### src/rtl/rename_map_alloc.sv
// rename_map_alloc
// Speculative rename stage: a speculative register alias table (RAT) plus a
// bitmap free list of physical registers. One instruction is renamed per
// cycle: both sources are looked up, a new physical destination is taken
// from the lowest free slot, and the displaced mapping is returned for the
// ROB. Commit frees one physical register per cycle. A flush reloads the
// RAT and free list from the retirement-side copies.
module rename_map_alloc #(
  parameter int A_REG_SIZE = 32,
  parameter int P_REG_SIZE = 128,
  parameter int A_WIDTH    = 5,
  parameter int P_WIDTH    = 7
) (
  input  logic                          clk,
  input  logic                          rst,
  input  logic                          flush,
  input  logic                          rename_valid,
  output logic                          rename_ready,
  input  logic [A_WIDTH-1:0]            rename_rd,
  input  logic [A_WIDTH-1:0]            rename_rs1,
  input  logic [A_WIDTH-1:0]            rename_rs2,
  output logic [P_WIDTH-1:0]            rename_pd,
  output logic [P_WIDTH-1:0]            rename_pd_old,
  output logic [P_WIDTH-1:0]            rename_ps1,
  output logic [P_WIDTH-1:0]            rename_ps2,
  input  logic [P_WIDTH-1:0]            freed_reg_phys,
  input  logic [P_WIDTH*A_REG_SIZE-1:0] restore_rat,
  input  logic [P_REG_SIZE-1:0]         restore_free_list,
  output logic [P_WIDTH:0]              free_count
);

  // Registered state
  logic [P_WIDTH-1:0]    r_rat [A_REG_SIZE];
  logic [P_REG_SIZE-1:0] r_free_bm;

  // Combinational helpers
  logic [P_WIDTH-1:0]    w_alloc_idx;
  logic                  w_any_free;
  logic [P_WIDTH:0]      w_free_count;
  logic                  w_rd_nonzero;
  logic                  w_fire;
  logic                  w_alloc_en;
  logic                  w_free_en;
  logic [P_WIDTH-1:0]    w_rat_next [A_REG_SIZE];
  logic [P_REG_SIZE-1:0] w_free_next;
  logic                  w_unused_restore;

  // Lowest-index free physical register; scanning downward leaves the
  // lowest set bit as the final assignment.
  always_comb begin
    w_alloc_idx = '0;
    for (int i = P_REG_SIZE - 1; i >= 0; i--) begin
      if (r_free_bm[i]) begin
        w_alloc_idx = P_WIDTH'(i);
      end
    end
  end

  assign w_any_free = |r_free_bm;

  // Population count of the free bitmap.
  always_comb begin
    w_free_count = '0;
    for (int i = 0; i < P_REG_SIZE; i++) begin
      w_free_count = w_free_count + (P_WIDTH + 1)'(r_free_bm[i]);
    end
  end

  assign free_count = w_free_count;

  // Handshake: an rd==0 instruction needs no register, so it never stalls
  // on an empty free list.
  assign w_rd_nonzero = (rename_rd != '0);
  assign rename_ready = !rst && !flush && (!w_rd_nonzero || w_any_free);
  assign w_fire       = rename_valid && rename_ready;
  assign w_alloc_en   = w_fire && w_rd_nonzero;
  // Flush recovery already includes this cycle's commit, so the free is dropped.
  assign w_free_en    = (freed_reg_phys != '0) && !flush;

  // Lookups read the registered RAT, so an rs equal to rd sees the old mapping.
  assign rename_ps1    = r_rat[rename_rs1];
  assign rename_ps2    = r_rat[rename_rs2];
  assign rename_pd_old = r_rat[rename_rd];
  assign rename_pd     = w_rd_nonzero ? w_alloc_idx : '0;

  // Next-state for each RAT entry; entry 0 is hardwired to p0.
  generate
    for (genvar gi = 0; gi < A_REG_SIZE; gi++) begin : g_rat_next
      if (gi == 0) begin : g_zero
        assign w_rat_next[gi] = '0;
      end else begin : g_entry
        assign w_rat_next[gi] =
          flush ? restore_rat[gi*P_WIDTH +: P_WIDTH] :
          (w_alloc_en && (rename_rd == A_WIDTH'(gi))) ? w_alloc_idx :
          r_rat[gi];
      end
    end
  endgenerate

  // Next-state for each free bit. An alloc and a free never target the same
  // bit (the freed bit is 0 before the clock), so both can simply apply.
  // p0 is never allocatable.
  generate
    for (genvar gi = 0; gi < P_REG_SIZE; gi++) begin : g_free_next
      if (gi == 0) begin : g_zero
        assign w_free_next[gi] = 1'b0;
      end else begin : g_bit
        assign w_free_next[gi] =
          flush ? restore_free_list[gi] :
          ((r_free_bm[gi] && !(w_alloc_en && (w_alloc_idx == P_WIDTH'(gi)))) ||
           (w_free_en && (freed_reg_phys == P_WIDTH'(gi))));
      end
    end
  endgenerate

  // Restore slots for p0 / arch r0 carry no information; p0 is hardwired.
  assign w_unused_restore = ^restore_rat[P_WIDTH-1:0] ^ restore_free_list[0];

  // RAT register: identity map on reset, otherwise take the computed next state.
  always_ff @(posedge clk) begin
    if (rst) begin
      for (int i = 0; i < A_REG_SIZE; i++) begin
        r_rat[i] <= P_WIDTH'(i);
      end
    end else begin
      for (int i = 0; i < A_REG_SIZE; i++) begin
        r_rat[i] <= w_rat_next[i];
      end
    end
  end

  // Free bitmap register: registers above the architectural set start free.
  always_ff @(posedge clk) begin
    if (rst) begin
      for (int i = 0; i < P_REG_SIZE; i++) begin
        r_free_bm[i] <= (i >= A_REG_SIZE);
      end
    end else begin
      r_free_bm <= w_free_next;
    end
  end

endmodule
### config.mk
export PLATFORM = sky130hd
export DESIGN_NAME = rename_map_alloc
export DESIGN_NICKNAME = d
export VERILOG_FILES = /design/src/rtl/rename_map_alloc.sv
export SDC_FILE = /design/constraint.sdc
export NUM_CORES = 1
export LEC_CHECK = 0
export CAP_MARGIN = 20
export CORE_MARGIN = 2
export CORE_UTILIZATION = 30
export DETAILED_ROUTE_END_ITERATION = 8
export HOLD_SLACK_MARGIN = 0.02
export SYNTH_ARGS = -nofsm -noshare
export SYNTH_HDL_FRONTEND = slang
export SYNTH_SLANG_ARGS = --single-unit
### constraint.sdc
create_clock -name clk -period 18.3 [get_ports clk]
set_input_delay 3.66 -clock clk [delete_from_list [all_inputs] [get_ports clk]]
set_output_delay 3.66 -clock clk [all_outputs]
set_load 0.02 [all_outputs]
==> impl_metrics.json, run 1 <==
{
  "status": "completed",
  "grt_pass1_wl_mm": 173,
  "cts_hold_buf": 0,
  "critPathLaunchType": "register",
  "num-nets-final": 3447,
  "min_path_type": "register to register",
  "htreeDepth": 2,
  "combPwrFrac": 0.787,
  "fin_crit_sh": 0.678,
  "synthCells": 2615,
  "synthAdderAreaFrac": 0.0980,
  "synthDistinctLibCells": 98,
  "switching_share": 0.491,
  "routedWlPerCell_um": 30.0,
  "totalWireLength_mm": 124,
  "cts_repair_resize_count": 0,
  "p_leak_nw": 12.0,
  "mostFrequentLayoutCell": "clkdlybuf4s50_1",
  "die_y_um": 302,
  "synth_ff_type": "edfxtp_1",
  "wl_met1_mm": 45.7,
  "cts.repair_timing.setup_buffer_count": 0,
  "wl_met3_mm": 13.5,
  "clock_sinks": 344,
  "switching_power_w": 0.00420,
  "clock_latency_ns": 0.60,
  "firstDrtPassIters": 6,
  "power_density_nw_per_um2": 257,
  "synth_compound_area_frac": 0.178,
  "rsz0062_at_grt": "false",
  "ios": 415,
  "setup_viol_count_final": 0,
  "post-route-util": 0.378,
  "synth_nets": 3133,
  "fill_cells": 8892,
  "ys_seq_area_frac": 0.341,
  "synthArstFlopShare": 0,
  "syn_area_per_cell_um2": 10.2,
  "placedInstanceArea_um2": 31800,
  "grt_max_degree": 88,
  "setup_tns_ns": 0,
  "cp-end-kind": "output pin",
  "start_util": 0.302,
  "highest_layer": "met5",
  "skew_ns": 0.0267,
  "place.gp.congestion": 1.05,
  "tightest_slew_ns": 1.21,
  "hpwl_mm": 92.2,
  "synth_xor_area_frac": 0.00165,
  "crit_required_ns": 14.64,
  "hold_violations": 0,
  "grt.overflow.total": 0,
  "drive_gt1_frac": 0.155,
  "yosysWarningCount": 0,
  "cts_tree": "yes",
  "synth-simple-area-share": 0.143,
  "grt_antenna_before_repair": 4,
  "synth-edff-count": 217,
  "synth_top_family_by_area": "multiplexers",
  "max_freq_mhz": 80.6,
  "die_area_um2": 91000,
  "grt_pass1_vias": 23862,
  "clk_pin_slew_ns": 0.06,
  "critPathArrivalTime_ns": 8.75,
  "crit_type": "register to output pin",
  "fin_area_um2": 33300,
  "grt_use_total": 0.264,
  "drv_slew": 0,
  "pwr-share-seq": 0.112,
  "area_growth_pct": 25.1,
  "cts_buffer_depth": 3,
  "drc": 0,
  "max_slew_margin": 0.189,
  "p_int_w": 0.00435,
  "port_buffers": 406,
  "initialDrtViolationCount": 3146,
  "seq_area_um2": 9060,
  "multiInputGateArea_um2": 16000,
  "synth_area_um2": 26600,
  "ant_nets": 0,
  "clock_power_share": 0.101,
  "peakVddDrop_mv": 2.59,
  "met2WireLength_mm": 56.5,
  "muxShareOfSynthArea": 0.179,
  "cap_violations": 0,
  "total_power_w": 0.00855,
  "critical_path_peak_fanout": 6,
  "via_per_inst": 6.01,
  "final_cell_mix": "clkdlybuf4s50_1, nand2_1, a21oi_1",
  "fp-row-count": 109,
  "core_um2": 88100,
  "clockRootBuffer": "clkbuf_16",
  "die_w_um": 302,
  "period_minus_slack_ns": 12.41,
  "num_vias": 24803,
  "synth-seq-cells": 344,
  "numCtsBuffers": 42
}
-- critical path, cell delays in order (launching register included) --
cell	delay [ns]
dfxtp_1	0.46
inv_1	0.10
fa_1	0.51
fa_1	0.53
inv_1	0.06
fa_1	0.47
inv_1	0.11
fa_1	0.53
fa_1	0.44
fa_1	0.49
inv_1	0.05
fa_1	0.48
inv_1	0.05
fa_1	0.51
fa_1	0.42
fa_1	0.49
inv_1	0.05
fa_1	0.43
fa_1	0.47
a21oi_1	0.17
nor2_1	0.06
nor2_1	0.16
o21bai_1	0.09
a21oi_1	0.17
xnor2_1	0.18
clkdlybuf4s50_1	0.68
-- synthesized netlist by cell type, drive strengths merged (7+ instances only) --
cell type / n / area share
a21oi: 293 / 0.055
nand2b: 29 / 0.0080
buf: 58 / 0.011
mux2: 42 / 0.018
o2111ai: 8 / 0.0026
fa: 114 / 0.086
o41ai: 16 / 0.0061
o311ai: 25 / 0.0095
a31oi: 29 / 0.0076
a221oi: 52 / 0.017
nor3: 54 / 0.011
and2: 10 / 0.0024
nand4: 7 / 0.0016
edfxtp: 217 / 0.25
o31ai: 28 / 0.0081
and4: 8 / 0.0026
ha: 26 / 0.012
nor2: 187 / 0.027
o211ai: 13 / 0.0037
o21ai: 94 / 0.019
or4: 13 / 0.0041
a22o: 20 / 0.0066
a211oi: 20 / 0.0060
dfxtp: 127 / 0.096
nor4: 76 / 0.021
nand2: 312 / 0.045
nor2b: 11 / 0.0026
nand3: 44 / 0.0083
mux4: 189 / 0.16
a21o: 11 / 0.0031
a2111oi: 15 / 0.0078
or2: 13 / 0.0032
clkbuf: 148 / 0.021
inv: 202 / 0.029
o2bb2ai: 8 / 0.0026
a221o: 13 / 0.0049
-- flip-flops by register name, summed over array words and instances (netlist names) --
register / count
r_rat: 217
r_free_bm: 127
-- cell families after synthesis --
family / after synthesis
AO/OA/AOI/OAI: 698
buffers and inverters: 410
multiplexers: 234
adder cells (fa/ha/maj): 140
AND/OR/NAND/NOR: 784
XOR/XNOR: 5
flip-flops: 344
-- power groups by stage --
stage | Clock (W) | Combinational, W | Sequential [W]
2_1_floorplan | 0 | 0.00400 | 0.000942
3_3_place_gp | 0 | 0.00672 | 0.000965
3_5_place_dp | 0 | 0.00676 | 0.000970
4_1_cts | 0.000872 | 0.00678 | 0.000953
5_1_grt | 0.000900 | 0.00725 | 0.000962
6_report | 0.000864 | 0.00673 | 0.000957
-- path summary, 6_finish.rpt --
kind	cells past startpoint	slack (ns)	endpoint	start
worst max-delay path	25	5.89	free_count[6]	r_free_bm[114]
worst min-delay path	2	0.49	r_free_bm[11]	r_free_bm[11]
worst max register to register	9	13.91	r_free_bm[31]	r_free_bm[97]
worst min register to register	2	0.49	r_free_bm[11]	r_free_bm[11]
-- layer usage --
metal	vias up	GRT usage
met4	6	0.148
met1	12282	0.333
met5	-	0
met2	1699	0.422
met3	305	0.0567
li1	10511	-
-- cell type report --
class | instances | share of cell area
Sequential cell | 344 | 0.272
Tap cell | 1165 | 0.0438
Multi-Input combinational cell | 1861 | 0.481
Antenna cell | 2 | 0.000150
Inverter | 204 | 0.0231
Timing Repair Buffer | 476 | 0.138
Clock inverter | 23 | 0.00756
Clock buffer | 53 | 0.0338
-- stage by stage --
stage	setup WS, ns	hold WS (ns)	cells
floorplan	7.60	0.454	2615
global placement	6.52	0.473	4042
detailed placement	6.51	0.483	4045
CTS	5.85	0.491	4121
global route	5.64	0.514	4126
finish	5.89	0.492	4128
(Power assumes the default switching activity.)
==> run 2: changes to the inputs <==
==> constraint.sdc (replaced) <==
create_clock -name clk -period 12.1 [get_ports clk]
set_input_delay 2.42 -clock clk [delete_from_list [all_inputs] [get_ports clk]]
set_output_delay 2.42 -clock clk [all_outputs]
set_load 0.02 [all_outputs]
==> run 2 against run 1 <==
  * Clock skew decreased by 0.0083 ns
  * Cell count about the same
  * Die area unchanged
  * Total power grew 38%
  * Highest routed layer is now met4
==> impl_metrics.json, run 2 (synthesized netlist as in run 1, its figures left out) <==
{
  "status": "completed",
  "mostFrequentLayoutCell": "clkdlybuf4s50_1",
  "core_um2": 88100,
  "grt_pass1_vias": 24267,
  "die_area_um2": 91000,
  "grt_pass1_wl_mm": 176,
  "num_vias": 24736,
  "switching_power_w": 0.00566,
  "cap_violations": 0,
  "fp-row-count": 109,
  "routedWlPerCell_um": 30.5,
  "skew_ns": 0.0183,
  "hold_depth": 2,
  "cts.repair_timing.setup_buffer_count": 0,
  "drc": 0,
  "p_leak_nw": 12.0,
  "worst_r2r_path_depth": 8,
  "drive_gt1_frac": 0.159,
  "peakVddDrop_mv": 2.69,
  "clock_sinks": 344,
  "setup_viol_count_final": 0,
  "hp-start": "r_free_bm[93]",
  "max_freq_mhz": 88.8,
  "p_int_w": 0.00611,
  "clockRootBuffer": "clkbuf_16",
  "clock_power_share": 0.115,
  "area_growth_pct": 25.2,
  "cts_buffer_depth": 3,
  "top_regs": "r_rat: 217 flops, r_free_bm: 127 flops",
  "critPathArrivalTime_ns": 8.84,
  "crit_type": "register to output pin",
  "hold_violations": 0,
  "port_buffers": 406,
  "via_per_inst": 5.99,
  "ios": 415,
  "pwr-share-seq": 0.123,
  "setup_tns_ns": 0,
  "max_slew_margin": 0.178,
  "r2r-start": "r_free_bm[36]",
  "wl_met3_mm": 12.7,
  "total_power_w": 0.0118,
  "power_density_nw_per_um2": 354,
  "crit_required_ns": 9.68,
  "grt_use_total": 0.269,
  "numCtsBuffers": 43,
  "reg2reg_slack_ns": 7.33,
  "wl_met1_mm": 46.6,
  "reg2reg_to": "r_free_bm[25]",
  "die_y_um": 302,
  "highest_layer": "met4",
  "initialDrtViolationCount": 2775,
  "rsz0062_at_grt": "false",
  "htreeDepth": 2,
  "final_cell_mix": "clkdlybuf4s50_1, nand2_1, a21oi_1",
  "grt_max_degree": 98,
  "met2WireLength_mm": 58.4,
  "critPathLaunchType": "register",
  "clk_pin_slew_ns": 0.06,
  "largest_register": "r_rat",
  "grt.overflow.total": 0,
  "drv_slew": 0,
  "switching_share": 0.481,
  "grt_antenna_before_repair": 1,
  "fin_crit_sh": 0.930,
  "start_util": 0.302,
  "cts_repair_resize_count": 0,
  "ant_nets": 0,
  "num-nets-final": 3449,
  "diodes": 0,
  "clock_latency_ns": 0.61,
  "place.gp.congestion": 1.03,
  "tightest_slew_ns": 1.23,
  "totalWireLength_mm": 126,
  "firstDrtPassIters": 7,
  "period_minus_slack_ns": 11.26,
  "largest_reg_flops": 217,
  "cts_hold_buf": 0,
  "combPwrFrac": 0.762,
  "min_path_type": "register to register",
  "cts_tree": "yes",
  "cp-end-kind": "output pin",
  "critical_path_peak_fanout": 6,
  "min_to": "r_free_bm[93]",
  "hpwl_mm": 94.1,
  "die_w_um": 302
}
-- run 2: changes by cell type in the layout (fill, tap and decap cells not counted), sizes merged --
cell | previous run | this run
inv | 205 | 209
clkinvlp | 1 | 5
diode | 2 | 0
bufinv | 4 | 5
clkbuf | 54 | 48
buf | 76 | 78
clkinv | 17 | 16
dlymetal6s2s | 1 | 0
-- run 2: how the worst max path moves through the flow --
stage              startpoint             to
6_report        r_free_bm[80]  free_count[6]
5_1_grt         r_free_bm[80]  free_count[6]
3_3_place_gp   r_free_bm[114]  free_count[6]
2_1_floorplan  r_free_bm[114]  free_count[6]
3_5_place_dp    r_free_bm[80]  free_count[6]
4_1_cts        r_free_bm[114]  free_count[6]
-- run 2: final cells by class --
cell class                 count  area [um^2]
clock inverter                31          338
tap                         1165         1460
timing repair buffer         477         4580
sequential                   344         9060
multi-input combinational   1861        16000
fill                        8824        54800
inverter                     204          768
clock buffer                  47         1090
-- run 2: worst max-delay path: stages (launching register included) --
cell,delay (ns)
dfxtp_1,0.47
inv_1,0.12
fa_1,0.52
inv_1,0.06
fa_1,0.51
inv_1,0.05
fa_1,0.55
fa_1,0.45
fa_1,0.55
inv_1,0.07
fa_1,0.47
inv_1,0.05
fa_1,0.52
fa_1,0.43
fa_1,0.46
fa_1,0.49
inv_1,0.05
fa_1,0.43
fa_1,0.48
a21oi_1,0.15
nor2_1,0.05
nor2_1,0.16
o21bai_1,0.08
a21oi_1,0.18
xnor2_1,0.21
clkdlybuf4s50_1,0.67
-- run 2: power groups by stage --
stage / sequential, W / clock (W) / combinational, W
2_1_floorplan: 0.00142 / 0 / 0.00558
3_3_place_gp: 0.00146 / 0 / 0.00897
3_5_place_dp: 0.00146 / 0 / 0.00901
4_1_cts: 0.00144 / 0.00136 / 0.00905
5_1_grt: 0.00145 / 0.00141 / 0.00990
6_report: 0.00144 / 0.00136 / 0.00897
-- run 2: per-stage QoR --
stage | util | setup WS, ns | hold slack (ns) | area, um^2 | instances
4_1_cts | 0.378 | 0.858 | 0.495 | 33300 | 4126
3_3_place_gp | 0.361 | 1.52 | 0.478 | 31800 | 4046
2_1_floorplan | - | 2.64 | 0.454 | 26600 | 2615
5_1_grt | 0.378 | 0.522 | 0.524 | 33300 | 4129
6_report | 0.378 | 0.843 | 0.497 | 33300 | 4129
3_5_place_dp | 0.362 | 1.49 | 0.486 | 31900 | 4048
-- run 2: metal layers --
| metal | GRT usage | vias up |
|---|---|---|
| li1 | - | 10528 |
| met1 | 0.339 | 12187 |
| met2 | 0.438 | 1697 |
| met3 | 0.0473 | 324 |
| met4 | 0.153 | 0 |
| met5 | 0 | - |
